`config.mk`:
```
export PLATFORM = sky130hd
export DESIGN_NAME = recur_state_ctrl
export DESIGN_NICKNAME = d
export VERILOG_FILES = /design/src/rtl/recur_state_ctrl.sv
export SDC_FILE = /design/constraint.sdc
export NUM_CORES = 1
export LEC_CHECK = 0
export CAP_MARGIN = 5
export CORE_ASPECT_RATIO = 1.75
export CORE_UTILIZATION = 35
export CTS_CLUSTER_DIAMETER = 100
export DETAILED_ROUTE_END_ITERATION = 8
export GPL_ROUTABILITY_DRIVEN = 0
export GPL_TIMING_DRIVEN = 0
export HOLD_SLACK_MARGIN = 0.03
export PLACE_DENSITY = 0.74
export RECOVER_POWER = 50
export SYNTH_ARGS = -nofsm -noshare
export SYNTH_HDL_FRONTEND = slang
export SYNTH_SLANG_ARGS = --single-unit
```
`constraint.sdc`:
```
create_clock -name clk -period 2.1 [get_ports clk]
set_input_delay 0.21 -clock clk [delete_from_list [all_inputs] [get_ports clk]]
set_output_delay 0.21 -clock clk [all_outputs]
set_load 0.1 [all_outputs]
```
`src/rtl/recur_state_ctrl.sv`:
```
// recur_state_ctrl: turns recursion call/return events into appends and parent lookups on the InexRecur state regfile.
// Define STATE_READBACK_CHK_EN to add a readback check of every pushed word (CHK state, chk_err).
module recur_state_ctrl #(
   parameter int DEPTH        = 4096,
   parameter int PARENT_LIMIT = 2048
) (
   input  logic        clk,
   input  logic        rst,
   input  logic        call_valid,
   output logic        call_ready,
   input  logic [3:0]  call_pos,
   input  logic        ret_valid,
   output logic        ret_ready,
   output logic        resume_valid,
   input  logic        resume_ready,
   output logic [3:0]  resume_pos,
   output logic [10:0] resume_addr,
   output logic        resume_term,
   output logic [11:0] cur_idx,
   output logic        active,
   output logic        err_ovf,
   output logic        err_addr,
   output logic        err_ret,
   output logic        chk_err,
   output logic        rf_we,
   output logic [15:0] rf_w_data,
   output logic        rf_seq_re,
   input  logic [15:0] rf_seq_r_data,
   input  logic [11:0] rf_out_r_addr,
   output logic        rf_ran_re,
   output logic [11:0] rf_ran_r_addr,
   input  logic [15:0] rf_ran_r_data
);

   typedef enum logic [2:0] {IDLE, PUSH, POP_RD, RESUME, CHK} state_t;

   state_t      state_q;
   state_t      state_d;
   logic [12:0] count;
   logic        in_idle;
   logic        call_fire;
   logic        ret_fire;
   logic        refuse_ovf;
   logic        refuse_addr;
   logic [15:0] call_word;

   assign in_idle     = (state_q == IDLE);
   assign ret_ready   = in_idle;
   assign call_ready  = in_idle && !ret_valid;
   assign call_fire   = call_valid && call_ready;
   assign ret_fire    = ret_valid && ret_ready;
   assign refuse_ovf  = (count == 13'(DEPTH));
   assign refuse_addr = active && (cur_idx >= 12'(PARENT_LIMIT));
   assign call_word   = active ? {call_pos, cur_idx[10:0], 1'b0} : {call_pos, 11'd0, 1'b1};

   always_ff @(posedge clk) begin
      if (rst) state_q <= IDLE;
      else     state_q <= state_d;
   end

   // A return always beats a simultaneous call; a refused call leaves the FSM idle.
   always_comb begin
      state_d = state_q;
      case (state_q)
         IDLE: begin
            if (ret_fire) begin
               if (active) state_d = POP_RD;
            end else if (call_fire && !refuse_ovf && !refuse_addr) begin
               state_d = PUSH;
            end
         end
`ifdef STATE_READBACK_CHK_EN
         PUSH:    state_d = CHK;
         CHK:     state_d = IDLE;
`else
         PUSH:    state_d = IDLE;
`endif
         POP_RD:  state_d = RESUME;
         RESUME:  if (resume_ready) state_d = IDLE;
         default: state_d = IDLE;
      endcase
   end

   always_ff @(posedge clk) begin
      if (rst) begin
         count         <= '0;
         cur_idx       <= '0;
         active        <= 1'b0;
         err_ovf       <= 1'b0;
         err_addr      <= 1'b0;
         err_ret       <= 1'b0;
         rf_we         <= 1'b0;
         rf_w_data     <= '0;
         rf_ran_re     <= 1'b0;
         rf_ran_r_addr <= '0;
         resume_valid  <= 1'b0;
         resume_pos    <= '0;
         resume_addr   <= '0;
         resume_term   <= 1'b0;
      end else begin
         rf_we     <= 1'b0;
         rf_ran_re <= 1'b0;
         case (state_q)
            IDLE: begin
               if (ret_fire) begin
                  if (active) begin
                     rf_ran_re     <= 1'b1;
                     rf_ran_r_addr <= cur_idx;
                  end else begin
                     err_ret <= 1'b1;
                  end
               end else if (call_fire) begin
                  if (refuse_ovf)  err_ovf  <= 1'b1;
                  if (refuse_addr) err_addr <= 1'b1;
                  if (!refuse_ovf && !refuse_addr) begin
                     rf_we     <= 1'b1;
                     rf_w_data <= call_word;
                  end
               end
            end
            PUSH: begin
               cur_idx <= count[11:0];
               count   <= count + 13'd1;
               active  <= 1'b1;
            end
            // The parent word arrives combinationally while rf_ran_re is high.
            POP_RD: begin
               resume_valid <= 1'b1;
               resume_pos   <= rf_ran_r_data[15:12];
               if (rf_ran_r_data[0]) begin
                  resume_term <= 1'b1;
                  resume_addr <= '0;
                  active      <= 1'b0;
               end else begin
                  resume_term <= 1'b0;
                  resume_addr <= rf_ran_r_data[11:1];
                  cur_idx     <= {1'b0, rf_ran_r_data[11:1]};
               end
            end
            RESUME: begin
               if (resume_ready) resume_valid <= 1'b0;
            end
            default: ;
         endcase
      end
   end

`ifdef STATE_READBACK_CHK_EN
   // rf_w_data still holds the pushed word and cur_idx its index during CHK.
   always_ff @(posedge clk) begin
      if (rst) begin
         rf_seq_re <= 1'b0;
         chk_err   <= 1'b0;
      end else begin
         rf_seq_re <= (state_q == PUSH);
         if (state_q == CHK && (rf_seq_r_data != rf_w_data || rf_out_r_addr != cur_idx))
            chk_err <= 1'b1;
      end
   end
`else
   logic unused_seq_inputs;
   assign unused_seq_inputs = ^{rf_seq_r_data, rf_out_r_addr};
   assign rf_seq_re         = 1'b0;
   assign chk_err           = 1'b0;
`endif

endmodule

```
Word-level counts from Yosys, hierarchy flattened

Index checks and enable logic that the tools add are counted.

$add $sub $neg: 1
Magnitude comparators: 1
Eq/ne operators: 9
Multiplexer cells: 16
Bitwise gates (word level): 4
Reduce and logical (&&, ||, !) cells: 24

Operators with widths:

| kind                  | count |
|---|---|
| $mux 12               | 2 |
| $pmux 12 s2           | 1 |
| $add 13x1->13 const B | 1 |
| $eq 13x13->1 const B  | 1 |
| $ge 12x12->1 const B  | 1 |
| $mux 3                | 4 |
| $reduce_and 4->1      | 3 |
| $mux 11               | 1 |
| $pmux 3 s3            | 1 |
| $reduce_and 3->1      | 3 |
| $logic_and 1x1->1     | 7 |
| $eq 3x2->1 const B    | 2 |
| $ne 2x2->1 const B    | 3 |
| $reduce_and 2->1      | 3 |
| $mux 1                | 5 |
| $not 1->1             | 4 |
| $pmux 1 s2            | 2 |
| $reduce_bool 2->1     | 2 |
| $reduce_or 4->1       | 1 |
| $eq 3x1->1 const B    | 1 |
| $logic_not 1->1       | 3 |
| $logic_not 3->1       | 1 |
| $ne 3x1->1 const B    | 1 |
| $ne 3x3->1 const B    | 1 |
| $reduce_or 3->1       | 1 |

Flip-flop bits (word level): 79
Input bits: 53
Output and inout port bits: 67
Logic and storage cells: 70

Logic depth before layout (Yosys ltp)

Depth after elaboration: 8
Depth in mapped cells: 7
Gate-level depth less buffers: 5

Worst setup path after synthesis

OpenSTA, ideal clock, no wires.

Path type: register to output
Start point: reg state_q[1]
End point: out call_ready
Arrival: 2.568 ns
Required time: 1.890 ns
Slack: -0.678 ns
Stages on the path, launching flop included: 3
Path buffers: 1
Cell sequence: dfxtp_1 > buf_2 > nor3_1

Cells in the longest elaborated chain, start to end: 2

Ends and longest elaborated chain:

| element                  | RTL line | source |
|---|---|---|
| start: declaration       | 37       | `state_t state_q;` |
| start signal: assignment | 58       | `else state_q <= state_d;` |
| $logic_not 3->1          | 47       | `assign in_idle = (state_q == IDLE);` |
| $logic_and 1x1->1        | 49       | `assign call_ready = in_idle && !ret_valid;` |
| end: declaration         | 10       | `output logic call_ready,` |

Every way passes these cells.

Worst setup path after layout

Start point: reg rf_ran_r_addr[5]
End point: out rf_ran_r_addr[5]

RTL lines:

| element                  | RTL line | source |
|---|---|---|
| start: declaration       | 31       | `output logic [11:0] rf_ran_r_addr,` |
| start signal: assignment | 108      | `rf_ran_r_addr <= cur_idx;` |

No word-level cell between the ends.

==> flow_results.org <==
** Floorplan
- Measured along the x axis, the die boundary spans 78.4 um.
- Pin placement for this block handled 120 I/O pins.
- The floorplan has 48 rows.
- Core region area :: 0.00991 mm2
- Once the floorplan was initialized, standard cells occupied 36.1% of the core.
- Total Die Area :: 0.0106 mm2
- The die is 136 um tall.

** Global routing
- Entering global routing, the biggest net connects 14 pins.
- First-pass GRT wire length :: 16800 um
- Grt ovf :: 0
- The number of global-route vias before repair was 3408.
- Total track usage :: 20.4%
- Initial antenna violation count :: 0

** Outcome
- The flow ran to the end, and the final reports show no timing, DRC or antenna violations.

** Timing
- Timing would allow up to 488 MHz.
- Hold is met by 0.422 ns.
- The max-slew violation count came to 0.
- Setup repair after global routing left no endpoint under its margin.
- Transition time at the pin with the least slew margin :: 1.22 ns
- Minimum setup slack in the final design :: 0.0500 ns
- Slew HR :: 18.8%
- Setup violations remaining at the end of the flow were counted as 0.
- Final Cycle Share :: 97.6%
- Subtracting the final worst setup slack from the clock period gives 2.05 ns.
- The hold violation total from the final report was 0.
- Fin Clk Skew :: 0.00337 ns

** Worst setup path
- STA puts the critical path data required time at 1.89 ns.
- Cell at the slowest stage of the critical path :: sky130_fd_sc_hd__clkdlybuf4s50_1
- The number of buffers and inverters on the critical path is 1.
- Traced cell by cell, the critical path runs through clkdlybuf4s50_1.
- The worst setup path is of the reg -> out kind.
- In this run the worst path has a maximum fanout of 2.
- Delay of the slowest critical-path stage :: 1.16 ns
- The cell family contributing the most delay on the critical path is buffers and inverters.
- For the worst setup path, the data arrival time is 1.84 ns.
- Kind of launch point of the worst setup path :: register
- The worst setup path is captured at an output port.

** Place
- HPWL after detailed placement :: 7930 um
- Post-placement setup slack :: -0.226 ns
- After detailed placement, the total cell area comes to 0.00463 mm2.
- The count of buffers added on input and output ports is 89.

** Drt
- After detailed routing, the number of remaining DRC violations is 0.
- The detail route stage leaves a number of antenna-violating nets equal to 0.
- Average vias per placed instance :: 5.40
- The routed design has 10600 um of wire.
- Dividing the detail-routed wire length by the instance count gives 16.1 um.
- Starting DRC count in detailed routing :: 178
- Detailed routing inserted a total of 3537 vias.
- Number of iterations in the first detailed-routing pass :: 4

** Finish
- The library cell used most frequently in the layout, excluding fill and tap cells, is sky130_fd_sc_hd__dfxtp_1.
- The finished cells cover 0.00487 mm2.
- Final #Nets :: 580
- Of the cells placed in the final design, the portion with a size suffix greater than 1 is 8.30%.
- The repair_antennas step left the layout with diodes totalling 0.
- P&R area growth vs syn :: 36.4%
- Most used cells in the layout excluding fill and tap cells :: 78 x sky130_fd_sc_hd__dfxtp_1, 75 x sky130_fd_sc_hd__nand2_1, 73 x sky130_fd_sc_hd__clkdlybuf4s50_1
- Counting the fill cells in the layout gives 954.

** Synthesis
- Yosys mapped the design onto 47 distinct sky130hd cell types.
- Number of warning messages in the yosys log :: 0
- The synthesized design contains 0 enable-type register cells.
- For this run, the leading register cell type out of synthesis is sky130_fd_sc_hd__dfxtp_1.
- Seq/Total Area, Yosys :: 43.7%
- Number of storage elements in the synthesis netlist :: 78
- Netlist area before placement :: 0.00357 mm2
- Share of synthesized flip-flops with an asynchronous set or reset :: 0%
- Gate count of the mapped netlist :: 424
- Each instance of the synthesized netlist takes up on average 8.43 um2.

** Clock tree
- Clock latency of the later-clocked register in the worst-skew pair :: 0.34 ns
- CTS HTree Levels :: 3
- Reg clk slew, reported paths :: 0.06 ns
- Clock tree synthesis selected as its root buffer the cell sky130_fd_sc_hd__clkbuf_16.
- The clock passes through at most 2 buffers.
- The clock drives 78 sinks.
- TritonCTS built the clock tree.
- Num CTS Buffers :: 9
- Post-CTS setup buffer count :: 0

** Hold path
- Worst hold path class :: in -> reg

** Power
- The analysis attributes to cell leakage a power of 1.58 nW.
- Peak supply drop :: 0.000536 V
- Power per Cell Area :: 820 mW/mm2

** Flow run
- Max-cap violation count :: 0
[layer usage]
metal	vias to the layer above	track usage, %	wire, um
met5	-	0	0
met4	0	11.1	320
met3	23	2.90	472
met2	106	39.4	5780
met1	1679	20.4	4000
li1	1729	-	-
[cells by family after synthesis]
logic type                 Yosys count  share of synthesized area (%)
xor gates and xnor gates             2                          0.490
buffers and inverters               46                           5.92
DFF                                 78                           43.7
AOI/OAI and AO/OA                   92                           16.0
other                                1                          0.105
muxes                                5                           1.51
adders and majority gates            2                          0.700
and+or+nand+nor                    198                           31.6
[what timing repair did]
action	4_1_cts	5_1_grt
gates resized for setup	18	1
pin swaps	0	0
setup endpoints to repair	15	1
hold buffers	0	0
[worst register-to-register path, cell delays in order, from the launching register on]
cell	delay [ns]
sky130_fd_sc_hd__dfxtp_1	0.42
sky130_fd_sc_hd__buf_4	0.22
sky130_fd_sc_hd__nand4b_1	0.32
sky130_fd_sc_hd__nor4_1	0.45
sky130_fd_sc_hd__mux2_2	0.38
[area by class of cell]
cell class | count | area, um2 | area share, %
repair buffers | 89 | 811 | 16.6
clock buffers | 9 | 225 | 4.62
inverters | 5 | 18.8 | 0.385
clock inverters | 7 | 113 | 2.31
multi-input cells | 301 | 1800 | 36.9
flip-flops and latches | 78 | 1560 | 32.0
well taps | 125 | 156 | 3.21
plain buffers | 41 | 191 | 3.93
[report_power, final]
group,switching (mW),internal [mW]
Sequential,0.0462,1.52
Combinational,0.503,0.163
Clock,0.606,1.15
[synthesized netlist by cell type (9+ instances only)]
cell                       count  area [um2]
sky130_fd_sc_hd__dfxtp_1      78        1560
sky130_fd_sc_hd__nand2_1      75         282
sky130_fd_sc_hd__a21oi_1      38         190
sky130_fd_sc_hd__nand4_1      28         175
sky130_fd_sc_hd__clkbuf_1     24        90.1
sky130_fd_sc_hd__nor2b_1      22         138
sky130_fd_sc_hd__o21ai_0      19        95.1
sky130_fd_sc_hd__o211ai_1     15         113
sky130_fd_sc_hd__nand3b_1     14         105
sky130_fd_sc_hd__nor2_1       14        52.6
sky130_fd_sc_hd__nor3_1       13        65.1
sky130_fd_sc_hd__a311oi_1     11        96.3
sky130_fd_sc_hd__buf_2         9        45.0
[flip-flops by register name (all words and copies together) (netlist names), 2 cells and up]
register       cells
count             13
cur_idx           12
resume_addr       11
resume_pos         4
rf_ran_r_addr     12
rf_w_data         16
state_q            2
[stage by stage]
| stage | std cells | total power [mW] | util, % | TNS (ns) |
|---|---|---|---|---|
| detailed placement | 639 | 2.30 | 46.7 | -2.30 |
| CTS | 655 | 4.03 | 50.0 | 0 |
| floorplan | 425 | 2.09 | - | 0 |
| finish | 655 | 4.00 | 49.2 | 0 |
| global route | 655 | 4.11 | 49.2 | 0 |
| global placement | 639 | 2.29 | 46.7 | -1.68 |
[worst paths after layout]
check | start | endpoint | slack, ns | cells after the start
hold / removal | rf_ran_r_data[14] | resume_pos[2] | 0.42 | 3
hold reg to reg | resume_term | resume_term | 0.45 | 2
setup reg to reg | state_q[0] | count[12] | 0.19 | 4
setup / recovery | rf_ran_r_addr[5] | rf_ran_r_addr[5] | 0.05 | 1
(Power assumes the default switching activity.)
